[config.mk]
export PLATFORM = sky130hd
export DESIGN_NAME = display_mux_scan
export DESIGN_NICKNAME = d
export VERILOG_FILES = /design/src/rtl/display_mux_scan.sv
export SDC_FILE = /design/constraint.sdc
export NUM_CORES = 1
export LEC_CHECK = 0
export CELL_PAD_IN_SITES_DETAIL_PLACEMENT = 0
export CELL_PAD_IN_SITES_GLOBAL_PLACEMENT = 1
export CORE_MARGIN = 2
export CORE_UTILIZATION = 36
export CTS_BUF_LIST = sky130_fd_sc_hd__clkbuf_4
export DETAILED_ROUTE_END_ITERATION = 16
export PLACE_DENSITY_LB_ADDON = 0.1
export SETUP_SLACK_MARGIN = 0.1
export SLEW_MARGIN = 20
export SYNTH_ARGS = -nofsm -noshare
export SYNTH_HDL_FRONTEND = slang
export SYNTH_SLANG_ARGS = --single-unit
export TNS_END_PERCENT = 10
[constraint.sdc]
create_clock -name clk -period 5.6 [get_ports clk]
set_clock_uncertainty 0.15 [all_clocks]
set_input_delay 1.12 -clock clk [delete_from_list [all_inputs] [get_ports clk]]
set_output_delay 1.12 -clock clk [all_outputs]
set_load 0.005 [all_outputs]
[src/rtl/display_mux_scan.sv]
`default_nettype none
// ============================================================================
//  Module      : display_mux_scan
//  Description : N-digit time-multiplexed 7-segment driver. Captures a
//                packed nibble value into a shadow register, scans one digit
//                per refresh slot on a shared segment bus, and supports
//                BCD/hex decode, leading-zero blanking and output polarity.
//  Revision    : 1.0 - initial release
// ============================================================================
module display_mux_scan #(
    parameter int N_DIGITS    = 4,
    parameter int REFRESH_DIV = 50000,
    parameter bit ACTIVE_LOW  = 1'b1
) (
    input  logic                    clk,
    input  logic                    rst_n,
    input  logic [4*N_DIGITS-1:0]   valor,
    input  logic                    carregar,
    input  logic                    modo_hex,
    input  logic                    apagar_zeros,
    output logic [6:0]              segmentos,
    output logic [N_DIGITS-1:0]     anodos
);

    // Counter widths never drop below one bit so degenerate builds stay legal.
    localparam int c_cnt_w = (REFRESH_DIV > 1) ? $clog2(REFRESH_DIV) : 1;
    localparam int c_idx_w = (N_DIGITS > 1) ? $clog2(N_DIGITS) : 1;

    localparam logic [c_cnt_w-1:0]  c_cnt_max   = c_cnt_w'(REFRESH_DIV - 1);
    localparam logic [c_idx_w-1:0]  c_idx_max   = c_idx_w'(N_DIGITS - 1);
    localparam logic [6:0]          c_seg_blank = 7'b1111111;
    localparam logic [6:0]          c_seg_reset = {7{ACTIVE_LOW}};
    localparam logic [N_DIGITS-1:0] c_an_reset  = {N_DIGITS{ACTIVE_LOW}};

    logic [4*N_DIGITS-1:0] r_shadow;
    logic [c_cnt_w-1:0]    r_cnt;
    logic [c_idx_w-1:0]    r_idx;
    logic [6:0]            r_seg;
    logic [N_DIGITS-1:0]   r_an;

    logic [3:0]            w_nib [N_DIGITS];
    logic [N_DIGITS-1:0]   w_zero_from;
    logic [N_DIGITS-1:0]   w_onehot;
    logic [3:0]            w_sel_nib;
    logic                  w_sel_zero;
    logic                  w_blank;
    logic [6:0]            w_seg_low;

    // Decode table is kept in active-low form; polarity is applied at the
    // output register so blanking and inversion compose without special cases.
    function automatic logic [6:0] decode_low(input logic [3:0] nib, input logic hex);
        logic [6:0] pat;
        case (nib)
            4'h0:    pat = 7'b1000000;
            4'h1:    pat = 7'b1111001;
            4'h2:    pat = 7'b0100100;
            4'h3:    pat = 7'b0110000;
            4'h4:    pat = 7'b0011001;
            4'h5:    pat = 7'b0010010;
            4'h6:    pat = 7'b0000010;
            4'h7:    pat = 7'b1111000;
            4'h8:    pat = 7'b0000000;
            4'h9:    pat = 7'b0010000;
            4'hA:    pat = hex ? 7'b0001000 : 7'b0111111;
            4'hB:    pat = hex ? 7'b0000011 : 7'b0111111;
            4'hC:    pat = hex ? 7'b1000110 : 7'b0111111;
            4'hD:    pat = hex ? 7'b0100001 : 7'b0111111;
            4'hE:    pat = hex ? 7'b0000110 : 7'b0111111;
            default: pat = hex ? 7'b0001110 : 7'b0111111;
        endcase
        return pat;
    endfunction

    // Shadow register: captures the datapath value on every load strobe.
    always_ff @(posedge clk or negedge rst_n) begin
        if (!rst_n) begin
            r_shadow <= '0;
        end else if (carregar) begin
            r_shadow <= valor;
        end
    end

    // Refresh timer and digit index: the index steps on the timer wrap edge.
    always_ff @(posedge clk or negedge rst_n) begin
        if (!rst_n) begin
            r_cnt <= '0;
            r_idx <= '0;
        end else if (r_cnt == c_cnt_max) begin
            r_cnt <= '0;
            r_idx <= (r_idx == c_idx_max) ? '0 : r_idx + 1'b1;
        end else begin
            r_cnt <= r_cnt + 1'b1;
        end
    end

    // Split the shadow register into one nibble per digit.
    generate
        for (genvar gi = 0; gi < N_DIGITS; gi++) begin : g_nibble
            assign w_nib[gi] = r_shadow[4*gi +: 4];
        end
    endgenerate

    // w_zero_from[i] is set when nibble i and every higher nibble are zero.
    always_comb begin
        logic v_run;
        v_run       = 1'b1;
        w_zero_from = '0;
        for (int i = N_DIGITS - 1; i >= 0; i--) begin
            v_run          = v_run && (w_nib[i] == 4'h0);
            w_zero_from[i] = v_run;
        end
    end

    // Pick the nibble, zero flag and anode for the digit currently scanned.
    always_comb begin
        w_sel_nib  = 4'h0;
        w_sel_zero = 1'b0;
        w_onehot   = '0;
        for (int i = 0; i < N_DIGITS; i++) begin
            if (r_idx == c_idx_w'(i)) begin
                w_sel_nib   = w_nib[i];
                w_sel_zero  = w_zero_from[i];
                w_onehot[i] = 1'b1;
            end
        end
    end

    // Digit 0 is never blanked so an all-zero value still shows a single "0".
    assign w_blank   = apagar_zeros && (r_idx != '0) && w_sel_zero;
    assign w_seg_low = w_blank ? c_seg_blank : decode_low(w_sel_nib, modo_hex);

    // Output register: applies polarity to the segment pattern and anode select.
    always_ff @(posedge clk or negedge rst_n) begin
        if (!rst_n) begin
            r_seg <= c_seg_reset;
            r_an  <= c_an_reset;
        end else begin
            r_seg <= ACTIVE_LOW ? w_seg_low : ~w_seg_low;
            r_an  <= ACTIVE_LOW ? ~w_onehot : w_onehot;
        end
    end

    assign segmentos = r_seg;
    assign anodos    = r_an;

endmodule
`default_nettype wire

==> flow_results.org <==
** Routing
- Routed length per placed instance :: 14.3 µm
- Remaining antenna violation count :: 0
- Summing over every cut layer, the via total after detailed routing is 1626.
- The pre-antenna-repair detailed-routing pass consisted of 4 iterations.
- Summed over all layers, the routed wires come to 4.42 mm.
- In this run, the number of DRC markers left after iteration 0 of detailed routing was 47.
- In the routed design, unresolved DRC markers number 0.
- Using the TritonRoute via totals, the vias-per-cell ratio works out to 5.28.

** Synthesis
- Of the post-synthesis cell area, the dominant cell type holds 38.2%.
- Counting instances in the post-synthesis netlist gives the leading cell types as sky130_fd_sc_hd__dfrtp_1 (34), sky130_fd_sc_hd__nand2_1 (17), sky130_fd_sc_hd__mux2_2 (16).
- Counting flops with a built-in enable in the synthesized netlist gives 0.
- After synthesis, flip-flops and latches occupy 51.2% of the total area.
- Mapped Nets :: 226
- Dominant cell type by area after synthesis :: sky130_fd_sc_hd__dfrtp_1
- Synth top area cells :: sky130_fd_sc_hd__dfrtp_1 (38%), sky130_fd_sc_hd__dfstp_2 (13%), sky130_fd_sc_hd__mux2_2 (8.1%)
- Post-synth top flop :: sky130_fd_sc_hd__dfrtp_1
- Cell area after synthesis :: 2220 µm²
- Yosys warning count :: 0
- Synthesis produced 200 cells.
- After synthesis, the mean cell area works out to 11.1 µm².
- sky130_fd_sc_hd__dfrtp_1 is the most common cell in the netlist.
- Of all flip-flops after synthesis, the portion carrying an async set or reset was 100%.
- Post-synthesis cell type count :: 49
- Number of synthesized register bits :: 45

** Timing
- Setup repair after global routing missed its margin :: false
- Slew Limit Headroom :: 48.3%
- The number of pins with negative max-slew slack in the final report was 0.
- Of the available clock period, the critical path in the final layout requires 47.5%.
- Static timing analysis puts the maximum clock frequency at 0.376 GHz.
- For the final routed database, the setup TNS stands at 0 ns.
- Number of hold-slack violations in the final timing report :: 0
- On the final layout, the worst hold slack is 0.317 ns.
- Post-layout min period :: 2.66 ns
- Setup violations remaining at the end of the flow were counted as 0.
- Slew @ Worst Pin :: 0.772 ns

** Setup path
- The worst setup path is of the reg2out kind.
- The worst setup path is captured at a primary output.
- Crit start category :: flip-flop
- FF-to-FF setup slack :: 3.22 ns
- In this run the number of cells on the critical path is 1.
- STA puts the critical path data required time at 4.33 ns.
- The number of buffers and inverters on the critical path is 1.
- The slowest stage of the critical path is the sky130_fd_sc_hd__dfstp_2 cell.
- In this run the worst path has a maximum fanout of 1.
- Worst path top cell family by delay :: flip-flops
- Worst path arrival time :: 1.39 ns
- Counting cells, the worst reg-to-reg path comes to 7.
- Crit path cell chain :: clkdlybuf4s50_1
- For this run, the slowest stage of the critical path takes 0.55 ns.

** Placed design
- IO buf count :: 31
- Summed over all nets, the half-perimeter wirelength after detailed placement is 3.32 mm.
- Routability Congestion :: 0.800

** Clock tree
- CTS built an H-tree with a depth of 2.
- Clock tree synthesis found a total of 45 sinks.
- The tree is rooted in a sky130_fd_sc_hd__clkbuf_4.
- Gates resized during post-CTS repair numbered 0.
- TritonCTS built the clock tree.
- Clock-pin slew was measured on the worst setup and hold paths at 0.14 ns.
- The number of clock buffers added by TritonCTS is 5.
- Cts hold-fix bufs :: 0
- Once the clock tree was built, the setup fixing pass inserted 0 buffers.
- Clock latency on the worst-skew pair :: 0.36 ns
- In this run the deepest clock path goes through 2 buffers.

** Power
- Reported leakage power :: 1.08 nW
- Of the total power, combinational logic draws 16.3%.
- The internal power of the cells totals 0.000458 W.
- Power density cells :: 235 nW/µm²
- Power share of the clock group :: 25.1%
- Sequential share of power :: 58.6%
- IR analysis of the VDD net gives a maximum drop of 0.101 mV.
- In this run switching power makes up 26.4% of total power.
- For this design the total switching power over the nets is 0.000164 W.

** Global routing
- Wire length of the first global-routing pass :: 7.17 mm
- The number of global-route vias before repair came to 1581.
- Global routing consumed, over all layers together, 13.9% of the routing resources.
- Antenna violations before repair :: 0
- Summed over all layers, the global routing overflow is 0.
- Largest net degree at the start of global routing :: 46

** Die
- Row generation in the floorplan step produced 28 rows.
- For this configuration, the core starts out at a cell density of 37.4%.
- The floorplan step set the die height to 82.6 µm.
- The floorplan step defined a die boundary enclosing 6820 µm².
- Number of I/O pins :: 32
- Die Wd :: 82.6 µm
- Core Footprint :: 5960 µm²

** Layout
- Area used by multi-input combinational logic :: 1010 µm²
- Seq. cell area :: 1140 µm²
- Cells with a size suffix above 1 make up 20.2% of the layout.
- Number of nets in the finished design :: 258
- Final-layout fill cell count :: 573
- Synthesis-to-finish area growth :: 18.9%
- The repair_antennas step left the layout with diodes totalling 0.

** Min path
- Along the worst hold path, the cell count comes to 1.
- The worst hold path belongs to the class reg2reg.

** Job
- Max-cap violation count :: 0

** Status
- Outcome :: finished clean
through the flow:
step | util (%) | worst slack, ns | area, µm² | cells | power, W
floorplan | - | 3.24 | 2220 | 200 | 0.000424
global placement | 43.4 | 2.91 | 2580 | 300 | 0.000470
detailed placement | 43.4 | 2.86 | 2580 | 300 | 0.000473
CTS | 44.4 | 2.91 | 2640 | 308 | 0.000635
global route | 44.4 | 2.87 | 2650 | 308 | 0.000659
finish | 44.4 | 2.94 | 2650 | 308 | 0.000622
sequential cells by signal, summed over array words and instances (netlist names):
name and flops:
anodos 4, r_cnt 16, r_idx 2, r_shadow 16, segmentos 7
logic make-up after synthesis:
family / share of synthesized area (%)
xor+xnor: 5.12
simple gates: 15.4
flops: 51.2
compound gates: 13.7
fa+ha+maj: 2.81
buf+inv: 3.15
mux: 8.55
placed cells by master, fill, tap and decap left out, types with 3 or more instances in the layout:
master and count:
sky130_fd_sc_hd__nand2_1 17, sky130_fd_sc_hd__nor2_1 12, sky130_fd_sc_hd__a21oi_1 6, sky130_fd_sc_hd__and3_1 3, sky130_fd_sc_hd__o211ai_1 5, sky130_fd_sc_hd__o211ai_2 3, sky130_fd_sc_hd__xor2_1 6, sky130_fd_sc_hd__nand4_1 6
sky130_fd_sc_hd__o211a_1 3, sky130_fd_sc_hd__mux2_2 16, sky130_fd_sc_hd__dfstp_2 11, sky130_fd_sc_hd__ha_1 5, sky130_fd_sc_hd__dfrtp_1 34, sky130_fd_sc_hd__nand3_1 8, sky130_fd_sc_hd__clkdlybuf4s50_1 30, sky130_fd_sc_hd__inv_1 7
sky130_fd_sc_hd__clkbuf_4 5, sky130_fd_sc_hd__xnor2_1 7, sky130_fd_sc_hd__o21ai_0 9
area by class of cell:
type                            count  area share, %
Clock buffer                        5           1.42
Clock inverter                      3          0.804
Inverter                            8           1.14
Multi-Input combinational cell    141           38.4
Sequential cell                    45           43.1
Tap cell                           75           3.55
Timing Repair Buffer               31           11.6
power by group through the flow:
| stage | sequential, W | clock [W] | combinational, W |
|---|---|---|---|
| final | 0.000364 | 0.000156 | 0.000101 |
| after global routing | 0.000368 | 0.000179 | 0.000112 |
| after CTS | 0.000365 | 0.000168 | 0.000102 |
| after detailed placement | 0.000371 | 0 | 0.000102 |
| after global placement | 0.000370 | 0 | 0.0000998 |
| after floorplan | 0.000368 | 0 | 0.0000562 |
routing by layer:
metal | up-vias | part of all wire, % | GRT usage (%)
met5 | - | 0 | 0
met3 | 8 | 3.8 | 3.80
met2 | 23 | 52 | 25.6
met1 | 804 | 42 | 15.3
li1 | 791 | - | -
met4 | 0 | 1.7 | 4.92
worst paths after layout:
kind / end / startpoint
hold / removal: r_cnt[0]$_DFF_PN0_ / r_cnt[0]$_DFF_PN0_
min in group asynchronous: r_cnt[14]$_DFF_PN0_ / rst_n
setup reg to reg: segmentos[3]$_DFF_PN1_ / r_idx[0]$_DFFE_PN0N_
setup / recovery: segmentos[6] / segmentos[6]$_DFF_PN1_
max in group asynchronous: anodos[1]$_DFF_PN1_ / rst_n
hold reg to reg: r_cnt[0]$_DFF_PN0_ / r_cnt[0]$_DFF_PN0_
(Power assumes the default switching activity.)
